`src/rtl/mul_div_unit.sv`:
```
// Iterative MULT/MULTU/DIV/DIVU plus MTHI/MTLO, owning HI/LO; fixed Width+1 cycle latency.
// No queueing: start_i is ignored while busy_o=1; MTHI/MTLO complete in one edge from IDLE.
module mul_div_unit #(
  parameter int Width = 32
) (
  input  logic             clk_i,
  input  logic             rst_ni,
  input  logic             start_i,
  input  logic [2:0]       op_i,
  input  logic [Width-1:0] a_i,
  input  logic [Width-1:0] b_i,
  output logic             busy_o,
  output logic             done_o,
  output logic [Width-1:0] hi_o,
  output logic [Width-1:0] lo_o
);

  localparam int CW = $clog2(Width);

  localparam logic [1:0] S_IDLE = 2'd0;
  localparam logic [1:0] S_CALC = 2'd1;
  localparam logic [1:0] S_FIN  = 2'd2;

  logic [1:0]         state;
  logic [CW-1:0]      cnt;
  logic               is_div;
  logic               neg_q;
  logic               neg_r;
  logic               div_zero;
  logic [Width-1:0]   a_raw;
  logic [Width-1:0]   mcand;
  logic [2*Width-1:0] acc;

  logic               accept_arith;
  logic               op_signed;
  logic               a_neg;
  logic               b_neg;
  logic [Width-1:0]   a_mag;
  logic [Width-1:0]   b_mag;

  assign accept_arith = start_i && (state == S_IDLE) && !op_i[2];
  assign op_signed    = !op_i[0];
  assign a_neg        = op_signed && a_i[Width-1];
  assign b_neg        = op_signed && b_i[Width-1];
  assign a_mag        = a_neg ? -a_i : a_i;
  assign b_mag        = b_neg ? -b_i : b_i;

  // acc holds {partial product, remaining multiplier} for multiply and
  // {partial remainder, dividend/quotient bits} for divide.
  logic [Width:0]     mul_sum;
  logic [Width:0]     div_trial;
  logic [2*Width-1:0] acc_step;

  assign mul_sum   = {1'b0, acc[2*Width-1:Width]} + (acc[0] ? {1'b0, mcand} : '0);
  assign div_trial = {acc[2*Width-1:Width], acc[Width-1]} - {1'b0, mcand};

  always_comb begin
    acc_step = {mul_sum, acc[Width-1:1]};
    if (is_div) begin
      if (div_trial[Width]) begin
        acc_step = {acc[2*Width-2:0], 1'b0};
      end else begin
        acc_step = {div_trial[Width-1:0], acc[Width-2:0], 1'b1};
      end
    end
  end

  logic [2*Width-1:0] mul_res;
  logic [Width-1:0]   quo_res;
  logic [Width-1:0]   rem_res;

  assign mul_res = neg_q ? -acc : acc;
  assign quo_res = neg_q ? -acc[Width-1:0] : acc[Width-1:0];
  assign rem_res = neg_r ? -acc[2*Width-1:Width] : acc[2*Width-1:Width];

  assign busy_o = (state != S_IDLE);

  always_ff @(posedge clk_i or negedge rst_ni) begin
    if (!rst_ni) begin
      state    <= S_IDLE;
      cnt      <= '0;
      is_div   <= 1'b0;
      neg_q    <= 1'b0;
      neg_r    <= 1'b0;
      div_zero <= 1'b0;
      a_raw    <= '0;
      mcand    <= '0;
      acc      <= '0;
      done_o   <= 1'b0;
      hi_o     <= '0;
      lo_o     <= '0;
    end else begin
      done_o <= 1'b0;
      case (state)
        S_IDLE: begin
          if (accept_arith) begin
            state    <= S_CALC;
            cnt      <= CW'(Width - 1);
            is_div   <= op_i[1];
            neg_q    <= a_neg ^ b_neg;
            neg_r    <= a_neg;
            div_zero <= op_i[1] && (b_i == '0);
            a_raw    <= a_i;
            if (op_i[1]) begin
              mcand <= b_mag;
              acc   <= {{Width{1'b0}}, a_mag};
            end else begin
              mcand <= a_mag;
              acc   <= {{Width{1'b0}}, b_mag};
            end
          end else if (start_i && op_i == 3'b100) begin
            hi_o <= a_i;
          end else if (start_i && op_i == 3'b101) begin
            lo_o <= a_i;
          end
        end
        S_CALC: begin
          acc <= acc_step;
          if (cnt == '0) begin
            state <= S_FIN;
          end else begin
            cnt <= cnt - 1'b1;
          end
        end
        S_FIN: begin
          state  <= S_IDLE;
          done_o <= 1'b1;
          if (!is_div) begin
            hi_o <= mul_res[2*Width-1:Width];
            lo_o <= mul_res[Width-1:0];
          end else if (div_zero) begin
            hi_o <= a_raw;
            lo_o <= '1;
          end else begin
            hi_o <= rem_res;
            lo_o <= quo_res;
          end
        end
        default: state <= S_IDLE;
      endcase
    end
  end

endmodule

```
`config.mk`:
```
export PLATFORM = sky130hd
export DESIGN_NAME = mul_div_unit
export DESIGN_NICKNAME = d
export VERILOG_FILES = /design/src/rtl/mul_div_unit.sv
export SDC_FILE = /design/constraint.sdc
export NUM_CORES = 1
export LEC_CHECK = 0
export ABC_AREA = 1
export ABC_CLOCK_PERIOD_IN_PS = 3600
export CAP_MARGIN = 10
export CORE_AREA = 5 5 247 249
export DETAILED_ROUTE_END_ITERATION = 10
export DIE_AREA = 0 0 252 254
export GPL_ROUTABILITY_DRIVEN = 0
export PLACE_DENSITY = 0.52
export SLEW_MARGIN = 5
export SYNTH_ARGS = -nofsm -noshare
export SYNTH_HDL_FRONTEND = slang
export SYNTH_SLANG_ARGS = --single-unit
```
`constraint.sdc`:
```
create_clock -name clk_i -period 3.6 [get_ports clk_i]
set_input_delay 0.72 -clock clk_i [delete_from_list [all_inputs] [get_ports clk_i]]
set_output_delay 0.72 -clock clk_i [all_outputs]
set_load 0.01 [all_outputs]
```
==> out/results.txt, run 1 <==
Outcome = finished, final reports clean
LEAKAGE = 11.69 nW
Worst Max-Slew Pin Slew = 935.5 ps
Post-Synth Simple-Gate Area = 40.42%
Largest net degree at the start of global routing = 91
Clock transition at path regs = 80 ps
Setup_tns = 0 ps
Hold Fails Final Rpt = 0
Clock Tree Buf Depth = 3
GRT Max-Usage Layer = met2
Antenna violations before repair = 4
Mux cell area share after synthesis = 0%
Synthesized-area fraction occupied by adder cells = 4.541%
Worst Setup Start Kind = register
Largest family of logic cells by synthesized area = simple AND/OR/NAND/NOR gates
Die W = 252 um
Fraction of layout cells with a size suffix above 1 = 5.568%
R2r worst-path depth = 15
Mapped Area = 20,170 um^2
Yosys warns = 0
Post-synth EDFFs = 0
RSZ-0062 raised after global routing = false
Clock Skew = 25.24 ps
Total gr overflow = 0
First-pass GRT wire length = 143.6 mm
Peak VDD IR = 618.0 uV
H-tree levels = 1
Syn nets = 3,596
DRT iter0 DRCs = 3,065
Post-synthesis sequential area ratio = 25.31%
Via Count = 23,750
ANT nets after route = 0
Top cells by count, synth = nand2_1, nor2_1, inv_1
Crit Path Max Fanout = 32
Core ar. = 58,460 um^2
Met3 usage = 5.762%
Chip height = 254 um
Rel. slew slack = 37.63%
Syn Area/Cell = 5.839 um^2
Reg-to-reg setup timing slack = 450 ps
Post-synth top area share = 25.31%
Synth unique cells = 54
Top cells by area, synth = dfrtp_1, nand2_1, nor2_1
Synth Flop Type = dfrtp_1
CP Data Required Time = 4010 ps
Number of global-route vias before repair = 22,040
Clock tree from TritonCTS = built
Hold Slack = 78.83 ps
Compound-Gate Fraction of Synth Area = 15.88%
Pre-Repair DR Iteration Count = 6
Net count, final = 3,713
CTS Sinks = 204
Gate Count Post-Synth = 3,454
Crit Path Class = reg2reg
Worst-skew pair later-pin latency = 600 ps
Rows = 89
Worst path arrival time = 3560 ps
Largest area contributor in the netlist = dfrtp_1
PortBufs = 135
Cts hold-fix bufs = 0
Most frequent cell after synthesis = nand2_1
Maxcap violations = 0
Final core occ = 40.42%
Synth Area in XOR/XNOR = 2.649%
Tcrit/Tclk final = 87.41%
# Post-CTS Setup Buffers = 0
DRC = 0
Die area = 64,010 um^2
R2r endpoint = acc[0]
Resize count post-CTS = 0
CP Capture Type = register
Setup crit start = mcand[0]
Final setup vio count = 0
Dpl hpwl = 79.40 mm
Via/cell ratio = 5.438
FMAX = 317.8 MHz
Root buffer cell = clkbuf_16
R2R Path Start = mcand[0]
Worst hold path type = in2async
Starting density of the core = 34.50%
Met1 usage = 40.75%
Num CTS Buffers = 27
Final wirelength = 98.14 mm
Power density over the cells = 1057 nW/um^2
Critical path endpoint = acc[0]
Register bit count reported by yosys = 204
Post-synth ARST share = 100.0%
DR WL/cell = 22.47 um
Min Tclk post-route = 3147 ps
Area growth, synth to finish = 17.17%
Met2 GRT Util = 45.04%
Gr usage total = 29.56%
I/O pin count = 136
Max Slew Vio Count = 0
[worst max-delay path, stage by stage (launching register included)]
cell and delay, ps:
dfrtp_1 440, ha_1 260, fa_1 410, inv_1 90
nand2_1 50, nand2_1 70, nand3_1 80, nand2_2 110
nand2_1 70, nand2_2 140, nand2_2 90, nand3_1 120
nand2_4 250, nand2_1 280, nand2_1 80, a31oi_1 390
[state kept, by name, indices dropped and copies added (netlist names)]
name / cells
is_div: 1
div_zero: 1
a_raw: 32
acc: 64
hi_o: 32
mcand: 32
done_o: 1
neg_q: 1
neg_r: 1
cnt: 5
lo_o: 32
state: 2
[per-layer routing]
metal  vias to the layer above  routed length, um
li1                      11380                  -
met1                     11040              41750
met2                      1120              42030
met3                       200               8780
met4                         4               5556
met5                         -                 21
[how the worst min path moves through the flow]
stage                to  startpoint  cells past startpoint
2_1_floorplan  a_raw[0]      rst_ni                      0
3_3_place_gp     cnt[0]      cnt[0]                      1
3_5_place_dp     cnt[0]      cnt[0]                      1
4_1_cts         acc[53]      rst_ni                      1
5_1_grt         acc[53]      rst_ni                      1
6_report        acc[53]      rst_ni                      1
[layout by cell type (no fill, tap or decap), drive strengths merged, types with 5 or more instances in the layout]
cell type / Yosys / final
nand3b: 16 / 16
xor2: 48 / 48
ha: 70 / 70
clkdlybuf4s50: 0 / 134
clkinv: 2 / 9
inv: 445 / 447
o21bai: 8 / 8
bufinv: 0 / 6
a31oi: 18 / 18
nor2: 473 / 473
o221ai: 12 / 12
nand3: 330 / 330
dfrtp: 204 / 204
a21oi: 234 / 234
nand4: 48 / 48
a22oi: 7 / 7
xnor2: 13 / 13
o21ai: 251 / 251
clkbuf: 71 / 32
buf: 59 / 84
nand2: 1039 / 1039
o211ai: 31 / 31
nor4: 5 / 5
a21o: 6 / 6
or2: 5 / 5
nor3: 34 / 34
[cell type report]
class | count | area, um^2
fill | 6569 | 34830
tap | 773 | 967.2
timing repair buffer | 218 | 2042
inverter | 447 | 1679
antenna | 2 | 5.005
clock inverter | 18 | 274.0
multi-input combinational | 2673 | 12820
sequential | 204 | 5107
clock buffer | 32 | 734.5
[report_power, final]
group / leakage [nW] / internal [W] / switching [W] / total, W
Sequential: 2.42 / 0.00342 / 0.00137 / 0.00480
Clock: 0.490 / 0.00190 / 0.00124 / 0.00314
Combinational: 8.78 / 0.00558 / 0.0115 / 0.0170
Total: 11.7 / 0.0109 / 0.0141 / 0.0250
[per-stage QoR]
step                setup slack, ps  area [um^2]  power [W]  instances
finish                        453.4        23630    0.02498       4367
global route                  362.2        23630    0.02686       4365
CTS                           603.3        23630    0.02464       4365
detailed placement            531.4        22620    0.02139       4315
global placement              489.4        22620    0.02148       4315
floorplan                      1094        20170    0.01521       3454
[logic make-up (layout without fill, tap and decap cells)]
kind of cell | after synthesis | in the layout
and+or+nand+nor | 1956 | 1956
AOI/OAI and AO/OA | 584 | 584
buffers and inverters | 577 | 715
DFF | 204 | 204
adders and majority gates | 72 | 72
xor gates and xnor gates | 61 | 61
other | 0 | 2
No activity file was read; power rests on OpenSTA's default activity.
==> inputs of run 2 (changes only) <==
--- a/config.mk
+++ b/config.mk
@@ -13,6 +13,7 @@
 export DIE_AREA = 0 0 252 254
 export GPL_ROUTABILITY_DRIVEN = 0
 export PLACE_DENSITY = 0.52
+export SKIP_CTS_REPAIR_TIMING = 1
 export SLEW_MARGIN = 5
 export SYNTH_ARGS = -nofsm -noshare
 export SYNTH_HDL_FRONTEND = slang
==> results of run 2 <==
No change in the layout: final DEF, timing and power equal those of run 1.
